$ cat config.mk
export PLATFORM = sky130hd
export DESIGN_NAME = control_sequencer_flat
export DESIGN_NICKNAME = d
export VERILOG_FILES = /design/src/rtl/cu_pkg.sv /design/src/rtl/control_sequencer_if.sv /design/src/rtl/cu_decode.sv /design/src/rtl/control_sequencer.sv /design/src/flat_wrapper.sv
export SDC_FILE = /design/constraint.sdc
export NUM_CORES = 1
export LEC_CHECK = 0
export CAP_MARGIN = 40
export CORE_ASPECT_RATIO = 0.6
export CORE_MARGIN = 4
export CORE_UTILIZATION = 40
export CTS_CLUSTER_DIAMETER = 150
export DETAILED_ROUTE_END_ITERATION = 10
export GPL_TIMING_DRIVEN = 0
export PLACE_DENSITY = 0.93
export SYNTH_ARGS = -nofsm -noshare
export SYNTH_HDL_FRONTEND = slang
export SYNTH_SLANG_ARGS = --single-unit
$ cat constraint.sdc
create_clock -name clk -period 4.59 [get_ports clk]
set_clock_uncertainty 0.2 [all_clocks]
set_input_delay 0.459 -clock clk [delete_from_list [all_inputs] [get_ports clk]]
set_output_delay 0.459 -clock clk [all_outputs]
set_load 0.01 [all_outputs]
$ cat src/rtl/cu_pkg.sv
// Shared definitions for the hardwired control unit.
//   - opcode values (ir[31:27])
//   - ALU operation codes, also used by the datapath ALU
//   - state encoding (RESET, T0..T7, HALT)
//   - instruction-class one-hot and control-strobe bundle
package cu_pkg;

  localparam int CU_IR_W = 32;
  localparam int CU_OP_W = 5;

  // Opcodes
  localparam logic [4:0] OP_LD   = 5'd0,  OP_LDI  = 5'd1,  OP_ST   = 5'd2,
                         OP_ADD  = 5'd3,  OP_SUB  = 5'd4,  OP_AND  = 5'd5,
                         OP_OR   = 5'd6,  OP_SHR  = 5'd7,  OP_SHL  = 5'd8,
                         OP_ROR  = 5'd9,  OP_ROL  = 5'd10, OP_ADDI = 5'd11,
                         OP_ANDI = 5'd12, OP_ORI  = 5'd13, OP_MUL  = 5'd14,
                         OP_DIV  = 5'd15, OP_NEG  = 5'd16, OP_NOT  = 5'd17,
                         OP_BR   = 5'd18, OP_JR   = 5'd19, OP_IN   = 5'd20,
                         OP_OUT  = 5'd21, OP_MFHI = 5'd22, OP_MFLO = 5'd23,
                         OP_NOP  = 5'd24, OP_HALT = 5'd25;

  // ALU operation codes
  localparam logic [3:0] ALU_AND = 4'd0, ALU_OR  = 4'd1, ALU_ADD = 4'd2,
                         ALU_SUB = 4'd3, ALU_SHR = 4'd4, ALU_SHL = 4'd5,
                         ALU_ROR = 4'd6, ALU_ROL = 4'd7, ALU_MUL = 4'd8,
                         ALU_DIV = 4'd9, ALU_NEG = 4'd10, ALU_NOT = 4'd11;

  // State encoding
  localparam logic [3:0] ST_RESET = 4'd0, ST_T0 = 4'd1, ST_T1 = 4'd2,
                         ST_T2    = 4'd3, ST_T3 = 4'd4, ST_T4 = 4'd5,
                         ST_T5    = 4'd6, ST_T6 = 4'd7, ST_T7 = 4'd8,
                         ST_HALT  = 4'd9;

  typedef enum logic [3:0] {
    RESET = ST_RESET, T0 = ST_T0, T1 = ST_T1, T2 = ST_T2, T3 = ST_T3,
    T4 = ST_T4, T5 = ST_T5, T6 = ST_T6, T7 = ST_T7, HALT = ST_HALT
  } state_t;

  // Instruction class, exactly one bit set
  typedef struct packed {
    logic regalu, imm, ld, ldi, st, muldiv, unary, br;
    logic jr, inp, outp, mfhi, mflo, halt, nop;
  } cls_t;

  // Every strobe the sequencer drives
  typedef struct packed {
    logic       run;
    logic [3:0] alu_op;
    logic pc_out, z_high_out, z_low_out, mdr_out, hi_out, lo_out, inport_out, c_out;
    logic gra, grb, grc, r_in, r_out, ba_out;
    logic pc_in, ir_in, mar_in, mdr_in, y_in, z_in, hi_in, lo_in, outport_in, con_in;
    logic inc_pc, read, write;
  } ctrl_t;

  // ALU code for opcodes that carry one; everything else defaults to AND.
  function automatic logic [3:0] op_alu(input logic [4:0] op);
    case (op)
      OP_ADD, OP_ADDI: op_alu = ALU_ADD;
      OP_SUB:          op_alu = ALU_SUB;
      OP_OR,  OP_ORI:  op_alu = ALU_OR;
      OP_SHR:          op_alu = ALU_SHR;
      OP_SHL:          op_alu = ALU_SHL;
      OP_ROR:          op_alu = ALU_ROR;
      OP_ROL:          op_alu = ALU_ROL;
      OP_MUL:          op_alu = ALU_MUL;
      OP_DIV:          op_alu = ALU_DIV;
      OP_NEG:          op_alu = ALU_NEG;
      OP_NOT:          op_alu = ALU_NOT;
      default:         op_alu = ALU_AND;
    endcase
  endfunction

endpackage

$ cat src/rtl/control_sequencer_if.sv
// Sequencer <-> datapath bundle.
//   master: control unit (consumes ir/con_ff[/mem_ready], drives strobes)
//   slave : datapath
// CU_MEM_WAIT_EN adds mem_ready (memory handshake for read/write steps).
interface control_sequencer_if #(parameter int IR_W = 32);
  logic [IR_W-1:0] ir;
  logic            con_ff;
`ifdef CU_MEM_WAIT_EN
  logic            mem_ready;
`endif
  logic pc_out, z_high_out, z_low_out, mdr_out, hi_out, lo_out, inport_out, c_out;
  logic gra, grb, grc, r_in, r_out, ba_out;
  logic pc_in, ir_in, mar_in, mdr_in, y_in, z_in, hi_in, lo_in, outport_in, con_in;
  logic inc_pc, read, write;
  logic [3:0] alu_op;
  logic run;

  modport master (
    input  ir, con_ff,
`ifdef CU_MEM_WAIT_EN
    input  mem_ready,
`endif
    output pc_out, z_high_out, z_low_out, mdr_out, hi_out, lo_out, inport_out, c_out,
    output gra, grb, grc, r_in, r_out, ba_out,
    output pc_in, ir_in, mar_in, mdr_in, y_in, z_in, hi_in, lo_in, outport_in, con_in,
    output inc_pc, read, write, alu_op, run
  );

  modport slave (
    output ir, con_ff,
`ifdef CU_MEM_WAIT_EN
    output mem_ready,
`endif
    input  pc_out, z_high_out, z_low_out, mdr_out, hi_out, lo_out, inport_out, c_out,
    input  gra, grb, grc, r_in, r_out, ba_out,
    input  pc_in, ir_in, mar_in, mdr_in, y_in, z_in, hi_in, lo_in, outport_in, con_in,
    input  inc_pc, read, write, alu_op, run
  );
endinterface

$ cat src/rtl/cu_decode.sv
// Opcode -> instruction class (one-hot) plus the ALU code the class uses.
//   opcode  in : ir[31:27]
//   cls     out: one-hot class; unused opcodes 26-31 fall into nop
//   alu_sel out: ALU code for reg-ALU/immediate/muldiv/unary ops
module cu_decode import cu_pkg::*; (
  input  logic [CU_OP_W-1:0] opcode,
  output cls_t               cls,
  output logic [3:0]         alu_sel
);
  always_comb begin
    cls = '0;
    case (opcode)
      OP_LD:   cls.ld   = 1'b1;
      OP_LDI:  cls.ldi  = 1'b1;
      OP_ST:   cls.st   = 1'b1;
      OP_ADD, OP_SUB, OP_AND, OP_OR, OP_SHR, OP_SHL, OP_ROR, OP_ROL:
               cls.regalu = 1'b1;
      OP_ADDI, OP_ANDI, OP_ORI:
               cls.imm  = 1'b1;
      OP_MUL, OP_DIV: cls.muldiv = 1'b1;
      OP_NEG, OP_NOT: cls.unary  = 1'b1;
      OP_BR:   cls.br   = 1'b1;
      OP_JR:   cls.jr   = 1'b1;
      OP_IN:   cls.inp  = 1'b1;
      OP_OUT:  cls.outp = 1'b1;
      OP_MFHI: cls.mfhi = 1'b1;
      OP_MFLO: cls.mflo = 1'b1;
      OP_HALT: cls.halt = 1'b1;
      default: cls.nop  = 1'b1;
    endcase
  end

  assign alu_sel = op_alu(opcode);
endmodule

$ cat src/rtl/control_sequencer.sv
// Hardwired control sequencer: fetch T0-T2, decode ir[31:27], execute T3-T7.
// Outputs are a function of the state register (plus the held IR class and
// con_ff for the conditional branch load).
//   clk      in : rising-edge clock
//   reset_n  in : synchronous active-low reset
//   bus         : control_sequencer_if.master (ir, con_ff in; strobes out)
// Optional macro CU_MEM_WAIT_EN: read/write states stall until mem_ready=1.
module control_sequencer import cu_pkg::*; #(
  parameter int IR_W = CU_IR_W,
  parameter int OP_W = CU_OP_W
) (
  input  logic                  clk,
  input  logic                  reset_n,
  control_sequencer_if.master   bus
);
  state_t     state, nxt;
  cls_t       cls;
  logic [3:0] alu_sel;
  ctrl_t      c;
  logic       mem_ok;

`ifdef CU_MEM_WAIT_EN
  assign mem_ok = bus.mem_ready;
`else
  assign mem_ok = 1'b1;
`endif

  cu_decode u_dec (
    .opcode  (bus.ir[IR_W-1 -: OP_W]),
    .cls     (cls),
    .alu_sel (alu_sel)
  );

  always_ff @(posedge clk) begin
    if (!reset_n) state <= RESET;
    else          state <= nxt;
  end

  always_comb begin
    nxt   = state;
    c     = '0;
    c.run = 1'b1;
    case (state)
      RESET: begin
        c.run = 1'b0;
        nxt   = T0;
      end
      T0: begin
        c.pc_out = 1'b1; c.mar_in = 1'b1; c.inc_pc = 1'b1; c.z_in = 1'b1;
        c.alu_op = ALU_ADD;
        nxt = T1;
      end
      T1: begin
        c.z_low_out = 1'b1; c.pc_in = 1'b1; c.read = 1'b1; c.mdr_in = 1'b1;
        if (mem_ok) nxt = T2;
      end
      T2: begin
        c.mdr_out = 1'b1; c.ir_in = 1'b1;
        nxt = T3;
      end
      T3: begin
        c.gra        = cls.muldiv | cls.jr | cls.inp | cls.outp | cls.mfhi | cls.mflo;
        c.grb        = cls.regalu | cls.imm | cls.ld | cls.ldi | cls.st | cls.unary | cls.br;
        c.r_out      = cls.regalu | cls.imm | cls.muldiv | cls.unary | cls.br | cls.jr | cls.outp;
        c.ba_out     = cls.ld | cls.ldi | cls.st;
        c.y_in       = cls.regalu | cls.imm | cls.ld | cls.ldi | cls.st | cls.muldiv;
        c.z_in       = cls.unary;
        c.alu_op     = cls.unary ? alu_sel : ALU_AND;
        c.con_in     = cls.br;
        c.pc_in      = cls.jr;
        c.r_in       = cls.inp | cls.mfhi | cls.mflo;
        c.inport_out = cls.inp;
        c.outport_in = cls.outp;
        c.hi_out     = cls.mfhi;
        c.lo_out     = cls.mflo;
        if (cls.halt)
          nxt = HALT;
        else if (cls.jr | cls.inp | cls.outp | cls.mfhi | cls.mflo | cls.nop)
          nxt = T0;
        else
          nxt = T4;
      end
      T4: begin
        c.grc       = cls.regalu;
        c.grb       = cls.muldiv;
        c.r_out     = cls.regalu | cls.muldiv;
        c.c_out     = cls.imm | cls.ld | cls.ldi | cls.st;
        c.z_in      = cls.regalu | cls.imm | cls.ld | cls.ldi | cls.st | cls.muldiv;
        c.alu_op    = (cls.regalu | cls.imm | cls.muldiv) ? alu_sel :
                      (cls.ld | cls.ldi | cls.st)         ? ALU_ADD : ALU_AND;
        c.z_low_out = cls.unary;
        c.gra       = cls.unary;
        c.r_in      = cls.unary;
        c.pc_out    = cls.br;
        c.y_in      = cls.br;
        nxt = cls.unary ? T0 : T5;
      end
      T5: begin
        c.z_low_out = cls.regalu | cls.imm | cls.ldi | cls.ld | cls.st | cls.muldiv;
        c.gra       = cls.regalu | cls.imm | cls.ldi;
        c.r_in      = cls.regalu | cls.imm | cls.ldi;
        c.mar_in    = cls.ld | cls.st;
        c.lo_in     = cls.muldiv;
        c.c_out     = cls.br;
        c.z_in      = cls.br;
        c.alu_op    = cls.br ? ALU_ADD : ALU_AND;
        nxt = (cls.regalu | cls.imm | cls.ldi) ? T0 : T6;
      end
      T6: begin
        c.read       = cls.ld;
        c.mdr_in     = cls.ld | cls.st;
        c.gra        = cls.st;
        c.r_out      = cls.st;
        c.z_high_out = cls.muldiv;
        c.hi_in      = cls.muldiv;
        c.z_low_out  = cls.br;
        c.pc_in      = cls.br & bus.con_ff;
        if (cls.ld)      nxt = mem_ok ? T7 : T6;
        else if (cls.st) nxt = T7;
        else             nxt = T0;
      end
      T7: begin
        c.mdr_out = cls.ld;
        c.gra     = cls.ld;
        c.r_in    = cls.ld;
        c.write   = cls.st;
        nxt = (cls.st & ~mem_ok) ? T7 : T0;
      end
      HALT: begin
        c.run = 1'b0;
        nxt   = HALT;
      end
      default: begin
        c.run = 1'b0;
        nxt   = RESET;
      end
    endcase
  end

  assign bus.run        = c.run;
  assign bus.alu_op     = c.alu_op;
  assign bus.pc_out     = c.pc_out;
  assign bus.z_high_out = c.z_high_out;
  assign bus.z_low_out  = c.z_low_out;
  assign bus.mdr_out    = c.mdr_out;
  assign bus.hi_out     = c.hi_out;
  assign bus.lo_out     = c.lo_out;
  assign bus.inport_out = c.inport_out;
  assign bus.c_out      = c.c_out;
  assign bus.gra        = c.gra;
  assign bus.grb        = c.grb;
  assign bus.grc        = c.grc;
  assign bus.r_in       = c.r_in;
  assign bus.r_out      = c.r_out;
  assign bus.ba_out     = c.ba_out;
  assign bus.pc_in      = c.pc_in;
  assign bus.ir_in      = c.ir_in;
  assign bus.mar_in     = c.mar_in;
  assign bus.mdr_in     = c.mdr_in;
  assign bus.y_in       = c.y_in;
  assign bus.z_in       = c.z_in;
  assign bus.hi_in      = c.hi_in;
  assign bus.lo_in      = c.lo_in;
  assign bus.outport_in = c.outport_in;
  assign bus.con_in     = c.con_in;
  assign bus.inc_pc     = c.inc_pc;
  assign bus.read       = c.read;
  assign bus.write      = c.write;
endmodule

$ cat src/flat_wrapper.sv
// flat-port wrapper written by rule: the top's interface ports become plain ports
module control_sequencer_flat import cu_pkg::*;
#(
  parameter int IR_W = CU_IR_W,
  parameter int OP_W = CU_OP_W
)
  (clk, reset_n, bus_ir, bus_con_ff, bus_pc_out, bus_z_high_out, bus_z_low_out, bus_mdr_out, bus_hi_out, bus_lo_out, bus_inport_out, bus_c_out, bus_gra, bus_grb, bus_grc, bus_r_in, bus_r_out, bus_ba_out, bus_pc_in, bus_ir_in, bus_mar_in, bus_mdr_in, bus_y_in, bus_z_in, bus_hi_in, bus_lo_in, bus_outport_in, bus_con_in, bus_inc_pc, bus_read, bus_write, bus_alu_op, bus_run);
  control_sequencer_if #(.IR_W(IR_W)) bus_i ();
  input  logic clk;
  input  logic reset_n;
  input wire logic [$bits(bus_i.ir)-1:0] bus_ir;
  input wire logic [$bits(bus_i.con_ff)-1:0] bus_con_ff;
  output wire logic [$bits(bus_i.pc_out)-1:0] bus_pc_out;
  output wire logic [$bits(bus_i.z_high_out)-1:0] bus_z_high_out;
  output wire logic [$bits(bus_i.z_low_out)-1:0] bus_z_low_out;
  output wire logic [$bits(bus_i.mdr_out)-1:0] bus_mdr_out;
  output wire logic [$bits(bus_i.hi_out)-1:0] bus_hi_out;
  output wire logic [$bits(bus_i.lo_out)-1:0] bus_lo_out;
  output wire logic [$bits(bus_i.inport_out)-1:0] bus_inport_out;
  output wire logic [$bits(bus_i.c_out)-1:0] bus_c_out;
  output wire logic [$bits(bus_i.gra)-1:0] bus_gra;
  output wire logic [$bits(bus_i.grb)-1:0] bus_grb;
  output wire logic [$bits(bus_i.grc)-1:0] bus_grc;
  output wire logic [$bits(bus_i.r_in)-1:0] bus_r_in;
  output wire logic [$bits(bus_i.r_out)-1:0] bus_r_out;
  output wire logic [$bits(bus_i.ba_out)-1:0] bus_ba_out;
  output wire logic [$bits(bus_i.pc_in)-1:0] bus_pc_in;
  output wire logic [$bits(bus_i.ir_in)-1:0] bus_ir_in;
  output wire logic [$bits(bus_i.mar_in)-1:0] bus_mar_in;
  output wire logic [$bits(bus_i.mdr_in)-1:0] bus_mdr_in;
  output wire logic [$bits(bus_i.y_in)-1:0] bus_y_in;
  output wire logic [$bits(bus_i.z_in)-1:0] bus_z_in;
  output wire logic [$bits(bus_i.hi_in)-1:0] bus_hi_in;
  output wire logic [$bits(bus_i.lo_in)-1:0] bus_lo_in;
  output wire logic [$bits(bus_i.outport_in)-1:0] bus_outport_in;
  output wire logic [$bits(bus_i.con_in)-1:0] bus_con_in;
  output wire logic [$bits(bus_i.inc_pc)-1:0] bus_inc_pc;
  output wire logic [$bits(bus_i.read)-1:0] bus_read;
  output wire logic [$bits(bus_i.write)-1:0] bus_write;
  output wire logic [$bits(bus_i.alu_op)-1:0] bus_alu_op;
  output wire logic [$bits(bus_i.run)-1:0] bus_run;
  assign bus_i.ir = bus_ir;
  assign bus_i.con_ff = bus_con_ff;
  assign bus_pc_out = bus_i.pc_out;
  assign bus_z_high_out = bus_i.z_high_out;
  assign bus_z_low_out = bus_i.z_low_out;
  assign bus_mdr_out = bus_i.mdr_out;
  assign bus_hi_out = bus_i.hi_out;
  assign bus_lo_out = bus_i.lo_out;
  assign bus_inport_out = bus_i.inport_out;
  assign bus_c_out = bus_i.c_out;
  assign bus_gra = bus_i.gra;
  assign bus_grb = bus_i.grb;
  assign bus_grc = bus_i.grc;
  assign bus_r_in = bus_i.r_in;
  assign bus_r_out = bus_i.r_out;
  assign bus_ba_out = bus_i.ba_out;
  assign bus_pc_in = bus_i.pc_in;
  assign bus_ir_in = bus_i.ir_in;
  assign bus_mar_in = bus_i.mar_in;
  assign bus_mdr_in = bus_i.mdr_in;
  assign bus_y_in = bus_i.y_in;
  assign bus_z_in = bus_i.z_in;
  assign bus_hi_in = bus_i.hi_in;
  assign bus_lo_in = bus_i.lo_in;
  assign bus_outport_in = bus_i.outport_in;
  assign bus_con_in = bus_i.con_in;
  assign bus_inc_pc = bus_i.inc_pc;
  assign bus_read = bus_i.read;
  assign bus_write = bus_i.write;
  assign bus_alu_op = bus_i.alu_op;
  assign bus_run = bus_i.run;
  control_sequencer #(.IR_W(IR_W), .OP_W(OP_W)) u_core (.clk(clk), .reset_n(reset_n), .bus(bus_i));
endmodule
==> flow_summary.ini, run 1 <==
[final_layout]
top_regs = u_core.state: 4 flops
largest_reg_flops = 4
final_core_util_pct = 65.4
fill_cells = 231
regMostFlops = u_core.state
area_growth_pct = 45.1
nets = 236
seqCellArea_sq_um = 80.1
drive_above_1_share_pct = 14.6
antenna_cells = 0
multiInputGateArea_sq_um = 856

[logic_synthesis]
ys_seq_elements = 4
syn_nets = 192
synth-simple-area-share_pct = 47.7
synth.distinct_cells = 54
synth_fa_ha_area_share_pct = 1.20
synthTopCellsByCount = nor2_1, a21oi_1, nand2_1
synth_compound_area_share_pct = 29.4
synth-edff-count = 0
syn_area_sq_um = 1040
synth_top_family_by_area = simple AND/OR/NAND/NOR gates
avgSynthCellArea_sq_um = 6.67
synth_ff_type = dfxtp_1
yosys-top-cells-area = dfxtp_1, nor2_1, a21oi_1
yosysSeqAreaShare_pct = 7.69
synthArstFlopShare_pct = 0
yosys_warnings = 0
syn_inst = 156
yosysTopAreaCell = dfxtp_1
yosys.cell_count.top_type = nor2_1
synth_mux_area_share_pct = 2.16
synth-xor-area-share_pct = 1.68
synth_top_area_share_pct = 7.69

[status]
outcome = finished clean

[clock_network]
clkSlewWorstSetupHoldPaths_ns = 0.03
cts.sinks = 4
clk_latency_ns = 0.21
clockBufferDepth = 2
postCtsHoldBufs = 0
cts-root-buf = clkbuf_8
cts_setup_buffers = 0
htreeDepth = 1
ctsResizeCount = 0
cts_tree = yes
cts_buffers = 3

[sta]
period_share_pct = 74.1
maxSlewHeadroom_pct = 60.4
min_period_ns = 3.40
hold_violations = 0
finalSetupTns_ns = 0
worst_pin_slew_ns = 0.589
rsz0062_at_grt = false
finalMaxSlewViolations = 0
fmax_ghz = 0.294
setup_violations = 0

[floorplanning]
rows = 13
die_w_um = 73.9
die-area_sq_um = 3510
coreArea_sq_um = 2310
die_y_um = 47.5
start_util_pct = 45.1
pin_count = 67

[global_routing]
antenna_found_initial = 0
grt_max_degree = 11
grt_overflow = 0
grt.met1_usage_pct = 33.2
grt_pass1_vias = 1176
use_met2_pct = 29.9
grtUsageMet3_pct = 6.08
grt_busiest_layer = met1
grt_pass1_wl_mm = 5.78
grt_usage_pct = 21.4

[drt]
post-route-drc-count = 0
totalWireLength_mm = 3.57
drt-initial-drc-count = 192
drt_pre_antenna_iters = 5
vias = 1393
detail_route.vias_per_cell = 6.11
wl_per_cell_um = 15.7
antenna_left = 0

[place]
place_congestion = 0.975
dpl.hpwl_mm = 2.79
io_buffers = 39

[critical_path]
crit_path_end_kind = primary output
critPathKind = input pin to primary output
critPathMaxFanout = 10
critPathRequiredTime_ns = 3.93
arrival_ns = 2.74
cp-start-kind = input pin

[pwr]
powerDensity_nw_per_um2 = 144
peakVddDrop_uv = 83.2
p_leak_nw = 0.557

[flow_run]
cap_violations = 0

[min_path]
hold_class = flip-flop to flip-flop
[per-stage QoR]
stage,instances,total power [mW],setup WS (ns),area [sq um],hold slack (ns)
CTS,228,0.218,1.22,1510,0.571
finish,228,0.217,1.19,1510,0.573
floorplan,156,0.102,2.42,1040,0.377
global placement,225,0.141,1.24,1470,0.558
global route,228,0.233,1.08,1510,0.625
detailed placement,225,0.143,1.23,1470,0.562
[placed cells by master, fill, tap and decap left out, types with 4 or more instances in the layout]
| master | n |
|---|---|
| a21oi_1 | 13 |
| buf_2 | 6 |
| clkbuf_1 | 4 |
| clkdlybuf4s50_1 | 39 |
| dfxtp_1 | 4 |
| inv_1 | 4 |
| nand2_1 | 11 |
| nand2b_1 | 4 |
| nand3_1 | 8 |
| nor2_1 | 21 |
| nor2b_1 | 4 |
| nor3_1 | 6 |
| o21ai_1 | 5 |
| o22ai_1 | 4 |
| or2_1 | 4 |
[worst paths after layout]
check | start | slack [ns] | depth (start not counted) | end
worst max-delay path | bus_ir[31] | 1.19 | 6 | bus_outport_in
worst min-delay path | u_core.state[3] | 0.57 | 2 | u_core.state[1]
worst max register to register | u_core.state[0] | 2.92 | 6 | u_core.state[2]
worst min register to register | u_core.state[3] | 0.57 | 2 | u_core.state[1]
[worst max-delay path, cell delays in order]
cell and delay [ns]:
clkdlybuf4s50_1 0.57, buf_2 0.24, buf_1 0.45, nand4b_1 0.25, nor3_1 0.19, clkdlybuf4s50_1 0.57
[final cells by class]
cell class / instances / share of cell area [%]
clock buffer: 3 / 2.73
inverter: 4 / 0.994
multi-input combinational: 132 / 56.7
sequential: 4 / 5.30
buffer: 16 / 5.97
timing repair buffer: 39 / 25.8
tap: 30 / 2.49
[cell families after synthesis]
kind of cell	count (synthesis)
adders and majority gates	1
DFF	4
AOI/OAI and AO/OA	45
muxes	2
and+or+nand+nor	82
xor gates and xnor gates	2
buffers and inverters	20
[layer usage]
layer	up-vias	share of wire, %
met1	615	46
met2	113	39
li1	662	-
met3	3	16
met4	0	0.20
met5	-	0
[where the power goes]
| group | total [mW] | switching [mW] | internal, mW |
|---|---|---|---|
| clock network | 0.0726 | 0.0169 | 0.0558 |
| logic | 0.105 | 0.0580 | 0.0470 |
| registers | 0.0394 | 0.00246 | 0.0369 |
| total | 0.217 | 0.0773 | 0.140 |
(Power assumes the default switching activity.)
==> run 2: changes to the inputs <==
--- a/config.mk
+++ b/config.mk
@@ -8,11 +8,11 @@
 export CAP_MARGIN = 40
 export CORE_ASPECT_RATIO = 0.6
 export CORE_MARGIN = 4
-export CORE_UTILIZATION = 40
+export CORE_UTILIZATION = 33
 export CTS_CLUSTER_DIAMETER = 150
 export DETAILED_ROUTE_END_ITERATION = 10
 export GPL_TIMING_DRIVEN = 0
-export PLACE_DENSITY = 0.93
+export PLACE_DENSITY = 0.83
 export SYNTH_ARGS = -nofsm -noshare
 export SYNTH_HDL_FRONTEND = slang
 export SYNTH_SLANG_ARGS = --single-unit
==> constraint.sdc (replaced) <==
create_clock -name clk -period 3.07 [get_ports clk]
set_clock_uncertainty 0.2 [all_clocks]
set_input_delay 0.307 -clock clk [delete_from_list [all_inputs] [get_ports clk]]
set_output_delay 0.307 -clock clk [all_outputs]
set_load 0.01 [all_outputs]
==> flow_summary.ini, run 2 (synthesis gave the netlist of run 1 again) <==
[sta]
period_share_pct = 97.1
finalMaxSlewViolations = 0
fmax_ghz = 0.335
min_period_ns = 2.98
rsz0062_at_grt = true
hold_violations = 0
maxSlewHeadroom_pct = 64.7
worst_pin_slew_ns = 0.525
setup_violations = 0

[place]
dpl.hpwl_mm = 2.83
io_buffers = 39
place_congestion = 0.962
placedCellCount = 237

[final_layout]
nets = 236
final_common_cell = clkdlybuf4s50_1
area_growth_pct = 48.3
antenna_cells = 0
regMostFlops = u_core.state
top_regs = u_core.state: 4 flops
final_core_util_pct = 52.4
fill_cells = 303
drive_above_1_share_pct = 17.7
fin_cells = 240
largest_reg_flops = 4
final_cell_mix = clkdlybuf4s50_1, nor2_1, a21oi_1

[floorplanning]
die-area_sq_um = 4150
pin_count = 67
coreArea_sq_um = 2950
start_util_pct = 35.3
die_y_um = 51.5
rows = 15
die_w_um = 80.5

[pwr]
pwr-share-seq_pct = 18.0
pwr-share-clk_pct = 33.6
p_sw_share_pct = 35.8
p_int_uw = 210
p_comb_share_pct = 48.5
p_leak_nw = 0.569
powerDensity_nw_per_um2 = 212
peakVddDrop_uv = 129
p_sw_uw = 117
finalPower_uw = 327

[drt]
wl_per_cell_um = 15.0
detail_route.vias_per_cell = 5.82
drt-initial-drc-count = 123
drt_pre_antenna_iters = 5
antenna_left = 0
vias = 1397
post-route-drc-count = 0
totalWireLength_mm = 3.59

[clock_network]
clockBufferDepth = 2
htreeDepth = 1
clkSlewWorstSetupHoldPaths_ns = 0.03
cts.sinks = 4
cts_tree = yes
clk_latency_ns = 0.22
cts-root-buf = clkbuf_8
cts_buffers = 3
postCtsHoldBufs = 0

[global_routing]
grt_pass1_vias = 1173
grt_usage_pct = 17.8
grt_pass1_wl_mm = 5.84
grt_max_degree = 11
grt_overflow = 0
antenna_found_initial = 0

[critical_path]
critPathRequiredTime_ns = 2.56
critPathMaxFanout = 10
critPathKind = input pin to primary output
cp_num_buf_inv = 3
path_delay_family = buffers and inverters
crit_path_end_kind = primary output
slowest_stage = clkdlybuf4s50_1
cp-start-kind = input pin
arrival_ns = 2.47
slowest_delay_ns = 0.56
cp_cell_sequence = clkdlybuf4s50_1 -> buf_2 -> nand3_1 -> or2_1 -> o21a_1 -> o211ai_2 -> clkdlybuf4s50_1
cp_common_cell = clkdlybuf4s50_1

[flow_run]
cap_violations = 0

[status]
outcome = finished clean

[min_path]
hold_class = input pin to flip-flop
## run 2: repair_timing
action	in CTS	in global routing
buffers inserted	0	0
gates resized for setup	0	7
endpoints found under the setup margin	0	10
## run 2: power by group through the flow
stage	Combinational [mW]	Sequential, mW	Clock [mW]
floorplan	0.0935	0.0583	0
global placement	0.152	0.0591	0
detailed placement	0.154	0.0593	0
CTS	0.155	0.0587	0.113
global route	0.173	0.0594	0.121
finish	0.159	0.0588	0.110
## run 2: worst paths after layout
kind | from | end | slack, ns | depth (start not counted)
hold reg to reg | u_core.state[3] | u_core.state[1] | 0.58 | 2
setup / recovery | bus_ir[30] | bus_gra | 0.09 | 7
hold / removal | reset_n | u_core.state[0] | 0.51 | 2
setup reg to reg | u_core.state[0] | u_core.state[2] | 1.41 | 6
## run 2: cell type report
type                            instances  area [sq um]  share of cell area [%]
Clock buffer                            3          41.3                    2.67
Timing Repair Buffer                   39           390                    25.3
Tap cell                               42          52.6                    3.40
Sequential cell                         4          80.1                    5.19
Multi-Input combinational cell        132           871                    56.4
Buffer                                 16          93.8                    6.08
Inverter                                4          15.0                   0.972
## run 2: per-stage QoR
stage / area, sq um / hold WS, ns / TNS, ns / setup slack, ns
after CTS: 1530 / 0.502 / 0 / 0.00130
after detailed placement: 1480 / 0.573 / 0 / 0.0248
after global routing: 1540 / 0.534 / -0.0140 / -0.0140
after floorplan: 1040 / 0.225 / 0 / 1.18
final: 1540 / 0.508 / 0 / 0.0880
after global placement: 1480 / 0.557 / 0 / 0.0236
## run 2: worst register-to-register path, cell delays in order (launching register included)
cell and delay [ns]:
dfxtp_1 0.29, buf_6 0.13, or4b_4 0.53, buf_6 0.16, o22ai_2 0.11, nor2_1 0.08, a21oi_2 0.11
## run 2: metal layers
metal	vias up	part of all wire (%)	GRT usage (%)
met3	0	13	4.84
met4	0	0	1.97
li1	659	-	-
met5	-	0	0
met2	106	39	23.9
met1	632	48	28.3
==> run 3: changes to the inputs <==
--- a/config.mk
+++ b/config.mk
@@ -6,7 +6,6 @@
 export NUM_CORES = 1
 export LEC_CHECK = 0
 export CAP_MARGIN = 40
-export CORE_ASPECT_RATIO = 0.6
 export CORE_MARGIN = 4
 export CORE_UTILIZATION = 33
 export CTS_CLUSTER_DIAMETER = 150
==> flow_summary.ini, run 3 (synthesis gave the netlist of run 1 again) <==
[status]
outcome = finished clean

[drt]
totalWireLength_mm = 3.30
wl_per_cell_um = 13.6
drt-initial-drc-count = 65
post-route-drc-count = 0
vias = 1312
antenna_left = 0
detail_route.vias_per_cell = 5.42
drt_pre_antenna_iters = 4

[critical_path]
cp_num_buf_inv = 3
slowest_stage = clkdlybuf4s50_1
cp_common_cell = clkdlybuf4s50_1
critPathMaxFanout = 10
arrival_ns = 2.52
slowest_delay_ns = 0.59
critPathKind = input pin to primary output
path_delay_family = buffers and inverters
critPathRequiredTime_ns = 2.56
cp_cell_sequence = clkdlybuf4s50_1 -> clkbuf_1 -> nand4_1 -> nor4_1 -> a21oi_1 -> o31ai_1 -> clkdlybuf4s50_1
cp-start-kind = input pin
crit_path_end_kind = primary output

[clock_network]
cts_buffers = 3
htreeDepth = 1
clk_latency_ns = 0.24
cts_setup_buffers = 0
cts.sinks = 4
cts-root-buf = clkbuf_4
clkSlewWorstSetupHoldPaths_ns = 0.03
cts_tree = yes
clockBufferDepth = 2

[final_layout]
regMostFlops = u_core.state
area_growth_pct = 45.8
nets = 236
largest_reg_flops = 4
final_common_cell = clkdlybuf4s50_1
top_regs = u_core.state: 4 flops
drive_above_1_share_pct = 16.2
final_cell_mix = clkdlybuf4s50_1, nor2_1, a21oi_1
antenna_cells = 0

[global_routing]
grt_pass1_vias = 1261
grt_overflow = 0
grt_max_degree = 11
grt_usage_pct = 16.5
grt_pass1_wl_mm = 5.65
antenna_found_initial = 0

[sta]
min_period_ns = 3.02
finalSetupTns_ns = 0
rsz0062_at_grt = false
finalMaxSlewViolations = 0
period_share_pct = 98.4
worst_pin_slew_ns = 0.499
maxSlewHeadroom_pct = 66.5
hold_violations = 0
setup_violations = 0
fmax_ghz = 0.331

[min_path]
hold_class = input pin to flip-flop

[floorplanning]
pin_count = 67
start_util_pct = 34.4
die_w_um = 64.2
die-area_sq_um = 4120
rows = 20
die_y_um = 64.2
coreArea_sq_um = 3030

[place]
dpl.hpwl_mm = 2.52
io_buffers = 39
place_congestion = 0.936

[pwr]
finalPower_uw = 279
powerDensity_nw_per_um2 = 184
p_leak_nw = 0.554
peakVddDrop_uv = 73.5

[flow_run]
cap_violations = 0
run 3: per-layer routing:
layer  vias up  track usage [%]  wire length [um]
met5         -                0                 0
met4         0             7.65                33
met3         4             1.93               250
met2        67             25.5              1520
met1       584             22.7              1490
li1        657                -                 -
run 3: area by class of cell:
type                            instances  area (sq um)
Inverter                                4          15.0
Fill cell                             313          1510
Multi-Input combinational cell        132           863
Timing Repair Buffer                   39           390
Sequential cell                         4          80.1
Clock buffer                            3          22.5
Buffer                                 16          91.3
Tap cell                               44          55.1
run 3: final timing paths:
check / from / slack (ns) / cells after the start / end
hold / removal: reset_n / 0.48 / 2 / u_core.state[0]
setup / recovery: bus_ir[28] / 0.05 / 7 / bus_pc_in
hold reg to reg: u_core.state[0] / 0.57 / 5 / u_core.state[2]
setup reg to reg: u_core.state[0] / 1.41 / 6 / u_core.state[2]
run 3: power breakdown:
group | internal (mW) | leakage [nW] | switching (mW)
combinational | 0.0707 | 0.508 | 0.0839
clock | 0.0437 | 0.0138 | 0.0215
sequential | 0.0550 | 0.0328 | 0.00376
total | 0.169 | 0.554 | 0.109
run 3: what timing repair did:
action / 4_1_cts / 5_1_grt
resized for setup: 0 / 3
hold buffers: 0 / 0
setup endpoints to repair: 0 / 6
run 3: through the flow:
step	std cells	cell area, sq um	hold WS, ns	worst slack (ns)	util (%)
after floorplan	156	1040	0.225	1.18	-
after global placement	239	1490	0.546	0.0290	49.1
after detailed placement	239	1490	0.561	0.0462	49.1
after CTS	242	1510	0.482	0.0256	49.8
after global routing	242	1520	0.505	0.00958	50.1
final	242	1520	0.483	0.0478	50.1
